$ cat src/rtl/fetch_queue.sv
// Fetch front end: drives the icache lookup, selects the 32-bit instruction and queues {inst, pc} for decode.
// Hits appear at the queue head one cycle later; lookups stop while the queue is full or a fill is outstanding.
module fetch_queue #(
  parameter int              XLEN     = 32,
  parameter int              DEPTH    = 8,
  parameter logic [XLEN-1:0] RESET_PC = '0
) (
  input  logic                     clk,
  input  logic                     reset_n,
  input  logic                     Icache_valid_out,
  input  logic [63:0]              Icache_data_out,
  output logic [XLEN-1:0]          proc2Icache_addr,
  output logic                     read_valid,
  input  logic                     branch_taken,
  input  logic [XLEN-1:0]          branch_target,
  input  logic                     id_ready,
  output logic                     if_valid,
  output logic [31:0]              if_inst,
  output logic [XLEN-1:0]          if_pc,
  output logic [XLEN-1:0]          if_npc,
  output logic [$clog2(DEPTH):0]   fq_count
);

  localparam int PW = $clog2(DEPTH);
  localparam int CW = PW + 1;

  typedef struct packed {
    logic [31:0]     inst;
    logic [XLEN-1:0] pc;
  } entry_t;

  typedef enum logic {FETCH, WAIT_FILL} state_t;

  state_t          state;
  logic [XLEN-1:0] fetch_pc;
  logic [XLEN-1:0] redirect_pc;
  logic            pending_redirect;

  entry_t          mem [DEPTH];
  logic [PW-1:0]   head;
  logic [PW-1:0]   tail;
  logic [CW-1:0]   count;

  logic            full;
  logic            push;
  logic            pop;
  logic [31:0]     hit_inst;
  logic [XLEN-1:0] target;

  assign full     = (count == CW'(DEPTH));
  // Gated by reset_n so the lookup request drops the instant reset asserts.
  assign read_valid = reset_n && (state == FETCH) && !full && !branch_taken;
  assign push     = read_valid && Icache_valid_out;
  assign pop      = if_valid && id_ready && !branch_taken;
  assign target   = branch_target & ~XLEN'(3);
  assign hit_inst = fetch_pc[2] ? Icache_data_out[63:32] : Icache_data_out[31:0];

  assign proc2Icache_addr = fetch_pc;
  assign fq_count = count;
  assign if_valid = (count != '0);
  assign if_inst  = mem[head].inst;
  assign if_pc    = mem[head].pc;
  assign if_npc   = mem[head].pc + XLEN'(4);

  always_ff @(posedge clk or negedge reset_n) begin
    if (!reset_n) begin
      state            <= FETCH;
      fetch_pc         <= RESET_PC;
      redirect_pc      <= RESET_PC;
      pending_redirect <= 1'b0;
    end else begin
      case (state)
        FETCH: begin
          if (branch_taken) begin
            fetch_pc <= target;
          end else if (read_valid) begin
            if (Icache_valid_out) fetch_pc <= fetch_pc + XLEN'(4);
            else                  state    <= WAIT_FILL;
          end
        end
        WAIT_FILL: begin
          // The lookup address must stay put until the fill lands; redirects are deferred.
          if (Icache_valid_out) begin
            state            <= FETCH;
            pending_redirect <= 1'b0;
            if (branch_taken)          fetch_pc <= target;
            else if (pending_redirect) fetch_pc <= redirect_pc;
          end else if (branch_taken) begin
            redirect_pc      <= target;
            pending_redirect <= 1'b1;
          end
        end
        default: state <= FETCH;
      endcase
    end
  end

  always_ff @(posedge clk or negedge reset_n) begin
    if (!reset_n) begin
      head  <= '0;
      tail  <= '0;
      count <= '0;
    end else if (branch_taken) begin
      head  <= '0;
      tail  <= '0;
      count <= '0;
    end else begin
      if (push) tail <= tail + PW'(1);
      if (pop)  head <= head + PW'(1);
      if (push && !pop)      count <= count + CW'(1);
      else if (pop && !push) count <= count - CW'(1);
    end
  end

  always_ff @(posedge clk) begin
    if (push) mem[tail] <= '{inst: hit_inst, pc: fetch_pc};
  end

endmodule

$ cat config.mk
export PLATFORM = sky130hd
export DESIGN_NAME = fetch_queue
export DESIGN_NICKNAME = d
export VERILOG_FILES = /design/src/rtl/fetch_queue.sv
export SDC_FILE = /design/constraint.sdc
export NUM_CORES = 1
export LEC_CHECK = 0
export BUFFER_PORTS_ARGS = -buffer_cell sky130_fd_sc_hd__buf_2
export CORE_UTILIZATION = 46
export CTS_BUF_LIST = sky130_fd_sc_hd__clkbuf_8 sky130_fd_sc_hd__clkbuf_16
export CTS_CLUSTER_SIZE = 16
export DETAILED_ROUTE_END_ITERATION = 8
export GPL_ROUTABILITY_DRIVEN = 1
export HOLD_SLACK_MARGIN = 0.06
export MAX_ROUTING_LAYER = met4
export PLACE_DENSITY = 0.66
export SYNTH_ARGS = -nofsm -noshare
export SYNTH_HDL_FRONTEND = slang
export SYNTH_SLANG_ARGS = --single-unit
$ cat constraint.sdc
create_clock -name clk -period 14.61 [get_ports clk]
set_input_delay 1.461 -clock clk [delete_from_list [all_inputs] [get_ports clk]]
set_output_delay 1.461 -clock clk [all_outputs]
set_load 0.01 [all_outputs]
==> results of run 1 <==
## sequential cells by signal, summed over array words and instances, names as in the netlist
name,count
mem,496
proc2Icache_addr,30
redirect_pc,30
fq_count,4
head,3
tail,3
pending_redirect,1
state,1
## cell type report
type,instances,area [um^2],share of cell area
Sequential cell,568,16700,0.608
Multi-Input combinational cell,620,6660,0.242
Clock buffer,62,1500,0.0544
Timing Repair Buffer,248,1300,0.0472
Tap cell,680,851,0.0310
Clock inverter,42,347,0.0126
Inverter,32,121,0.00442
## Yosys cell counts, drive strengths merged (4+ instances only)
library cell and instances:
a22o 5, inv 30, mux2 101, dfrtp 72, nand2 40, nor2 34, edfxtp 496, xor2 7
clkbuf 38, a31oi 6, o221ai 5, o22ai 7, nand3 18, mux4 119, a21oi 57, nor3 22
o21ai 34, buf 35, nor4 8, nand2b 7, mux2i 42, or3 4, nand4 11, and4 4
and2 7, xnor2 25, ha 6
## layer usage
metal,global-route usage,wire (um),share of wire
met1,0.273,22400,0.44
met3,0.0316,2650,0.052
met4,0.0478,817,0.016
met5,-,0,0
met2,0.319,25200,0.49
## metrics by stage
step / power [mW] / util / worst slack (ns) / hold slack (ns)
floorplan: 2.78 / - / 5.79 / 0.470
global placement: 3.08 / 0.500 / 8.30 / 0.479
detailed placement: 3.11 / 0.500 / 8.22 / 0.493
CTS: 4.54 / 0.536 / 7.54 / 0.508
global route: 4.69 / 0.536 / 7.35 / 0.516
finish: 4.49 / 0.536 / 7.85 / 0.504
## placed cells by master (no fill, tap or decap), types with 8 or more instances in the layout
master / synthesis / final
sky130_fd_sc_hd__mux2i_1: 38 / 38
sky130_fd_sc_hd__mux4_2: 94 / 94
sky130_fd_sc_hd__mux4_1: 25 / 25
sky130_fd_sc_hd__inv_1: 30 / 39
sky130_fd_sc_hd__nand2_1: 39 / 39
sky130_fd_sc_hd__nor3_1: 20 / 16
sky130_fd_sc_hd__buf_4: 8 / 22
sky130_fd_sc_hd__buf_2: 11 / 226
sky130_fd_sc_hd__clkbuf_16: 0 / 57
sky130_fd_sc_hd__dfrtp_1: 72 / 68
sky130_fd_sc_hd__clkinv_1: 1 / 18
sky130_fd_sc_hd__nor2_1: 33 / 30
sky130_fd_sc_hd__mux2_2: 101 / 101
sky130_fd_sc_hd__o21ai_0: 33 / 33
sky130_fd_sc_hd__nand4_1: 8 / 8
sky130_fd_sc_hd__edfxtp_1: 496 / 496
sky130_fd_sc_hd__a21oi_1: 57 / 57
sky130_fd_sc_hd__xnor2_1: 25 / 25
sky130_fd_sc_hd__nand3_1: 18 / 18
## path summary, 6_finish.rpt
check / to / slack (ns)
min: redirect_pc[2] / 0.50
min reg2reg: redirect_pc[2] / 0.50
max in group asynchronous: head[0] / 12.54
max: if_npc[18] / 7.85
min in group asynchronous: redirect_pc[29] / 0.97
max reg2reg: mem[4][46] / 10.89
## power breakdown
part	switching, mW	total, mW	internal (mW)
registers	0.146	2.08	1.94
logic	0.521	0.977	0.456
clock network	0.596	1.43	0.836
## cells by family (layout without fill, tap and decap cells)
family | count (synthesis) | after routing | share of synthesized area
XOR/XNOR | 32 | 32 | 0.0117
flip-flops | 568 | 568 | 0.700
multiplexers | 262 | 262 | 0.182
buffers and inverters | 105 | 384 | 0.0242
other | 1 | 6 | 0.000157
AND/OR/NAND/NOR | 171 | 171 | 0.0423
adder cells (fa/ha/maj) | 7 | 7 | 0.00398
AO/OA/AOI/OAI | 142 | 142 | 0.0360
==> metrics.txt, run 1 <==
# TYPE chip_impl_metric gauge
chip_impl_info{name="unrepaired_setup_endpoints_after_global_routing",value="false"} 1
chip_impl_info{name="synth_largest_area_cell",value="sky130_fd_sc_hd__edfxtp_1"} 1
chip_impl_metric{name="synth.yosys.seq_area_share",unit=""} 0.700
chip_impl_info{name="timing.setup.critical_path_class",value="reg2out"} 1
chip_impl_info{name="cpLargestDelayFamily",value="buffers and inverters"} 1
chip_impl_metric{name="grt_max_degree",unit=""} 62
chip_impl_metric{name="timing.critical_path.slowest_cell_delay",unit="ns"} 0.93
chip_impl_metric{name="final_cell_area",unit="um^2"} 27500
chip_impl_metric{name="power.density",unit="nW/um^2"} 164
chip_impl_metric{name="finalCriticalPeriod",unit="ns"} 6.76
chip_impl_metric{name="cp_arrival",unit="ns"} 5.30
chip_impl_metric{name="drt_first_pass_iters",unit=""} 5
chip_impl_info{name="worst_setup_path_startpoint",value="head[0]"} 1
chip_impl_metric{name="timing.final.max_slew_violations",unit=""} 0
chip_impl_metric{name="layout_worst_path_cycle_share",unit=""} 0.463
chip_impl_metric{name="route.detailed.wl_per_inst",unit="um"} 22.7
chip_impl_metric{name="ios",unit=""} 235
chip_impl_metric{name="num-fill-cells",unit=""} 4095
chip_impl_info{name="endpoint_kind",value="output pin"} 1
chip_impl_metric{name="drt.antenna.violating_nets",unit=""} 0
chip_impl_metric{name="static-leakage-power",unit="nW"} 9.32
chip_impl_info{name="slowest_stage",value="sky130_fd_sc_hd__buf_4"} 1
chip_impl_metric{name="floorplan.rows",unit=""} 83
chip_impl_info{name="cts_root_buffer",value="sky130_fd_sc_hd__clkbuf_16"} 1
chip_impl_info{name="result_of_the_run",value="finished, final reports clean"} 1
chip_impl_metric{name="routabilityCongestion",unit=""} 0.821
chip_impl_info{name="synth-main-ff-cell",value="sky130_fd_sc_hd__edfxtp_1"} 1
chip_impl_metric{name="grt_usage",unit=""} 0.201
chip_impl_info{name="crit-reg2reg-launch",value="fq_count[3]"} 1
chip_impl_metric{name="area_delta_synth_final",unit="%"} 15.1
chip_impl_metric{name="synth_cells",unit=""} 1288
chip_impl_metric{name="worstPathMaxFanout",unit=""} 53
chip_impl_metric{name="design.final.nets",unit=""} 1634
chip_impl_metric{name="placement.io_buffers",unit=""} 226
chip_impl_metric{name="clkLatencyLatePin",unit="ns"} 0.60
chip_impl_metric{name="number_of_cells_on_the_worst_reg_to_reg_path",unit=""} 4
chip_impl_metric{name="postSynthAreaPerCell",unit="um^2"} 18.5
chip_impl_metric{name="final_std_cells_w_o_fill",unit=""} 2252
chip_impl_metric{name="ctsHoldBuffers",unit=""} 0
chip_impl_metric{name="drtIter0Drc",unit=""} 851
chip_impl_metric{name="grt.overflow.total",unit=""} 0
chip_impl_metric{name="initial_antenna_violation_count",unit=""} 0
chip_impl_metric{name="timing.hold.worst_path_depth",unit=""} 1
chip_impl_metric{name="post_route_cells_drive_above_1_share",unit=""} 0.356
chip_impl_metric{name="vdd_ir_drop_max",unit="V"} 0.000121
chip_impl_metric{name="hpwl",unit="um"} 29100
chip_impl_metric{name="synth_cell_types",unit=""} 73
chip_impl_metric{name="worst_skew",unit="ns"} 0.0196
chip_impl_info{name="cts_tree",value="yes"} 1
chip_impl_info{name="hp-class",value="reg2reg"} 1
chip_impl_metric{name="floorplan.initialDensity",unit=""} 0.465
chip_impl_metric{name="clock_tree.buffer_depth",unit=""} 3
chip_impl_metric{name="final_hold_viol_count",unit=""} 0
chip_impl_metric{name="numPlacedInstances",unit=""} 2148
chip_impl_metric{name="postSynth.asyncResetShare",unit=""} 0.127
chip_impl_metric{name="placed_cell_area",unit="um^2"} 25600
chip_impl_metric{name="worst_slew_pin_slew",unit="ns"} 1.26
chip_impl_metric{name="cts_setup_buffers",unit=""} 0
chip_impl_metric{name="max_freq",unit="MHz"} 148
chip_impl_metric{name="ys.warnings.count",unit=""} 0
chip_impl_metric{name="timing.setup.tns",unit="ns"} 0
chip_impl_info{name="timing.critical_path.cells",value="buf_4 > buf_4 > mux2i_1 > inv_1 > ha_1 > a21boi_1 > nand4_4 > nor3_1 > xnor2_1 > buf_2"} 1
chip_impl_metric{name="htreeDepth",unit=""} 2
chip_impl_metric{name="number_of_vias_after_detailed_routing",unit=""} 12600
chip_impl_metric{name="worst-path-stages",unit=""} 10
chip_impl_metric{name="clock-sinks",unit=""} 568
chip_impl_metric{name="ys_seq_elements",unit=""} 568
chip_impl_info{name="synth_top_cells_by_area",value="sky130_fd_sc_hd__edfxtp_1, sky130_fd_sc_hd__mux4_2, sky130_fd_sc_hd__dfrtp_1"} 1
chip_impl_metric{name="timing.slew.headroom",unit=""} 0.159
chip_impl_metric{name="synth_edf_count",unit=""} 496
chip_impl_metric{name="dieWidth",unit="um"} 230
chip_impl_metric{name="remaining_drc_errors",unit=""} 0
chip_impl_metric{name="routed_wirelength",unit="um"} 51100
chip_impl_info{name="cpMostUsedCell",value="sky130_fd_sc_hd__buf_4"} 1
chip_impl_metric{name="die_height",unit="um"} 230
chip_impl_info{name="critical_path.startpoint_type",value="flip-flop"} 1
chip_impl_metric{name="cts-buffers-inserted",unit=""} 56
chip_impl_metric{name="cp_num_buf_inv",unit=""} 4
chip_impl_metric{name="netlist.area_leader.share",unit=""} 0.624
chip_impl_metric{name="final-setup-viol-count",unit=""} 0
chip_impl_info{name="hold_start",value="redirect_pc[2]"} 1
chip_impl_metric{name="design.core.area",unit="um^2"} 51300
chip_impl_metric{name="clkSlewWorstSetupHoldPaths",unit="ns"} 0.06
chip_impl_metric{name="synthesis.area",unit="um^2"} 23900
chip_impl_metric{name="grt_pass1_vias",unit=""} 12700
chip_impl_metric{name="worst_ep_required_time",unit="ns"} 13.15
chip_impl_metric{name="grt_first_pass_wirelength",unit="um"} 77600
chip_impl_metric{name="route.detailed.vias_per_inst",unit=""} 5.61
chip_impl_metric{name="antenna_cells_inserted",unit=""} 0
chip_impl_metric{name="cap_viol_max_count",unit=""} 0
chip_impl_metric{name="cts_resized",unit=""} 0
chip_impl_metric{name="die_area",unit="um^2"} 52800
Power figures use the tool's default switching activity.
==> run 2, diff against run 1 <==
==> constraint.sdc (replaced) <==
create_clock -name clk -period 6.5 [get_ports clk]
set_input_delay 0.65 -clock clk [delete_from_list [all_inputs] [get_ports clk]]
set_output_delay 0.65 -clock clk [all_outputs]
set_load 0.01 [all_outputs]
==> run 2 against run 1 <==
  * Critical path depth decreased by 2
  * Sequential power rose by 130%
  * Combinational power grew 120%
  * Critical endpoint is now if_npc[25]
  * Largest cell class unchanged
  * Largest power group unchanged
==> metrics.txt, run 2 (synthesis gave the netlist of run 1 again) <==
# TYPE chip_impl_metric gauge
chip_impl_metric{name="setup_ws",unit="ns"} 1.65
chip_impl_info{name="largest_register",value="mem"} 1
chip_impl_info{name="cts_root_buffer",value="sky130_fd_sc_hd__clkbuf_16"} 1
chip_impl_metric{name="timing.setup.tns",unit="ns"} 0
chip_impl_metric{name="clock-sinks",unit=""} 568
chip_impl_metric{name="route.detailed.wl_per_inst",unit="um"} 22.4
chip_impl_metric{name="cp_num_buf_inv",unit=""} 2
chip_impl_info{name="hp-class",value="in2reg"} 1
chip_impl_metric{name="grt_max_degree",unit=""} 63
chip_impl_metric{name="clkSlewWorstSetupHoldPaths",unit="ns"} 0.06
chip_impl_info{name="critical_path.startpoint_type",value="flip-flop"} 1
chip_impl_metric{name="final_cell_area",unit="um^2"} 27600
chip_impl_info{name="worst_r2r_endpoint",value="mem[3][14]"} 1
chip_impl_metric{name="final_hold_viol_count",unit=""} 0
chip_impl_metric{name="drt_first_pass_iters",unit=""} 5
chip_impl_metric{name="layout_worst_path_cycle_share",unit=""} 0.747
chip_impl_metric{name="num-fill-cells",unit=""} 4073
chip_impl_metric{name="worst-path-stages",unit=""} 8
chip_impl_metric{name="routed_wirelength",unit="um"} 50800
chip_impl_metric{name="vdd_ir_drop_max",unit="V"} 0.000245
chip_impl_metric{name="floorplan.rows",unit=""} 83
chip_impl_metric{name="grt_first_pass_wirelength",unit="um"} 76900
chip_impl_metric{name="ff2ff_setup_slack",unit="ns"} 2.96
chip_impl_metric{name="power.density",unit="nW/um^2"} 371
chip_impl_metric{name="timing.final.max_slew_violations",unit=""} 0
chip_impl_info{name="cts_tree",value="yes"} 1
chip_impl_metric{name="finalCriticalPeriod",unit="ns"} 4.85
chip_impl_metric{name="worst_ep_required_time",unit="ns"} 5.85
chip_impl_metric{name="routabilityCongestion",unit=""} 0.796
chip_impl_metric{name="cp_arrival",unit="ns"} 4.20
chip_impl_metric{name="placement.io_buffers",unit=""} 226
chip_impl_metric{name="ios",unit=""} 235
chip_impl_metric{name="drt.antenna.violating_nets",unit=""} 0
chip_impl_metric{name="cts-buffers-inserted",unit=""} 57
chip_impl_metric{name="worstPathMaxFanout",unit=""} 48
chip_impl_metric{name="htreeDepth",unit=""} 2
chip_impl_metric{name="number_of_vias_after_detailed_routing",unit=""} 12700
chip_impl_info{name="timing.critical_path.cells",value="buf_4 > mux4_2 > mux2i_1 > nor4_4 > nand4_4 > nor3_1 > xnor2_1 > buf_2"} 1
chip_impl_info{name="hold_path_end",value="redirect_pc[24]"} 1
chip_impl_metric{name="hpwl",unit="um"} 29700
chip_impl_metric{name="timing.hold.worst_path_depth",unit=""} 2
chip_impl_metric{name="design.core.area",unit="um^2"} 51300
chip_impl_metric{name="die_area",unit="um^2"} 52800
chip_impl_metric{name="numPlacedInstances",unit=""} 2157
chip_impl_metric{name="initial_antenna_violation_count",unit=""} 0
chip_impl_metric{name="final-setup-viol-count",unit=""} 0
chip_impl_info{name="cpLargestDelayFamily",value="simple AND/OR/NAND/NOR gates"} 1
chip_impl_metric{name="place_worst_setup_slack",unit="ns"} 2.14
chip_impl_metric{name="timing.slew.headroom",unit=""} 0.155
chip_impl_info{name="mostFrequentLayoutCells",value="sky130_fd_sc_hd__edfxtp_1, sky130_fd_sc_hd__buf_2, sky130_fd_sc_hd__mux2_2, sky130_fd_sc_hd__mux4_2, sky130_fd_sc_hd__dfrtp_1"} 1
chip_impl_info{name="crit-reg2reg-launch",value="state"} 1
chip_impl_metric{name="design.final.nets",unit=""} 1645
chip_impl_metric{name="grt.overflow.total",unit=""} 0
chip_impl_info{name="unrepaired_setup_endpoints_after_global_routing",value="false"} 1
chip_impl_metric{name="dieWidth",unit="um"} 230
chip_impl_metric{name="max_ffs_per_register",unit=""} 496
chip_impl_metric{name="remaining_drc_errors",unit=""} 0
chip_impl_metric{name="cap_viol_max_count",unit=""} 0
chip_impl_info{name="layout_commonest_cell",value="sky130_fd_sc_hd__edfxtp_1"} 1
chip_impl_info{name="slowest_stage",value="sky130_fd_sc_hd__dfrtp_4"} 1
chip_impl_metric{name="number_of_cells_on_the_worst_reg_to_reg_path",unit=""} 7
chip_impl_info{name="result_of_the_run",value="finished, final reports clean"} 1
chip_impl_metric{name="grt_usage",unit=""} 0.199
chip_impl_metric{name="die_height",unit="um"} 230
chip_impl_metric{name="drtIter0Drc",unit=""} 973
chip_impl_metric{name="area_delta_synth_final",unit="%"} 15.8
chip_impl_metric{name="final.hold.worst_slack",unit="ns"} 0.270
chip_impl_metric{name="worst_skew",unit="ns"} 0.0266
chip_impl_metric{name="max_freq",unit="MHz"} 206
chip_impl_metric{name="cts_resized",unit=""} 0
chip_impl_metric{name="ctsHoldBuffers",unit=""} 1
chip_impl_metric{name="timing.critical_path.slowest_cell_delay",unit="ns"} 0.97
chip_impl_metric{name="grt_pass1_vias",unit=""} 12600
chip_impl_metric{name="floorplan.initialDensity",unit=""} 0.465
chip_impl_metric{name="final_std_cells_w_o_fill",unit=""} 2264
chip_impl_info{name="hold_start",value="branch_target[24]"} 1
chip_impl_metric{name="cts_setup_buffers",unit=""} 0
chip_impl_info{name="endpoint_kind",value="output pin"} 1
chip_impl_metric{name="clock_tree.buffer_depth",unit=""} 3
chip_impl_metric{name="route.detailed.vias_per_inst",unit=""} 5.62
chip_impl_metric{name="post_route_cells_drive_above_1_share",unit=""} 0.363
chip_impl_metric{name="static-leakage-power",unit="nW"} 9.42
chip_impl_metric{name="clkLatencyLatePin",unit="ns"} 0.63
chip_impl_metric{name="placed_cell_area",unit="um^2"} 25700
chip_impl_info{name="timing.setup.critical_path_class",value="reg2out"} 1
chip_impl_metric{name="worst_slew_pin_slew",unit="ns"} 1.26
==> run 2: cell count changes in the layout (fill, tap and decap cells not counted), moves of 3 or more <==
cell / before / now
sky130_fd_sc_hd__clkinv_2: 5 / 15
sky130_fd_sc_hd__bufinv_16: 6 / 9
sky130_fd_sc_hd__clkinvlp_4: 3 / 0
sky130_fd_sc_hd__buf_4: 22 / 32
sky130_fd_sc_hd__clkinv_1: 18 / 14
sky130_fd_sc_hd__clkbuf_8: 5 / 0
==> run 2: per-stage QoR <==
step                      power (mW)  utilization
after floorplan                 6.24            -
after global placement          6.97        0.501
after detailed placement        7.02        0.501
after CTS                       10.4        0.539
after global routing            10.7        0.539
final                           10.3        0.539
==> run 2: where the power goes <==
group          leakage (nW)  internal [mW]  switching [mW]  total (mW)
logic                  3.12           1.04            1.15        2.19
registers              5.33           4.36           0.372        4.73
clock network         0.980           1.98            1.36        3.34
total                  9.42           7.37            2.88        10.3
==> run 2: layer usage <==
metal / vias up / global-route usage / routed length, um
met5: - / - / 0
met4: 0 / 0.0480 / 795
met3: 64 / 0.0344 / 2860
met2: 366 / 0.311 / 24700
met1: 6598 / 0.272 / 22400
li1: 5695 / - / -
==> run 2: layout make-up <==
| class | count | area [um^2] | share of cell area |
|---|---|---|---|
| antenna | 1 | 2.50 | 0.0000905 |
| clock buffer | 58 | 1450 | 0.0525 |
| clock inverter | 47 | 469 | 0.0170 |
| inverter | 32 | 121 | 0.00439 |
| multi-input combinational | 620 | 6670 | 0.241 |
| sequential | 568 | 16700 | 0.604 |
| tap | 680 | 851 | 0.0308 |
| timing repair buffer | 258 | 1380 | 0.0498 |
==> run 2: worst max path at each step <==
stage	start	slack, ns	to
global placement	head[1]	2.16	if_npc[18]
floorplan	reset_n	0.08	mem[1][10]
global route	head[1]	1.38	if_npc[29]
CTS	head[1]	1.46	if_npc[18]
detailed placement	head[1]	2.14	if_npc[18]
finish	head[1]	1.65	if_npc[25]
==> run 2: worst reg2reg max path, delay by kind of cell, from the launching register on <==
kind | cells | cell delay (ns)
simple gates | 5 | 2.06
buf+inv | 2 | 0.75
flops | 1 | 0.36
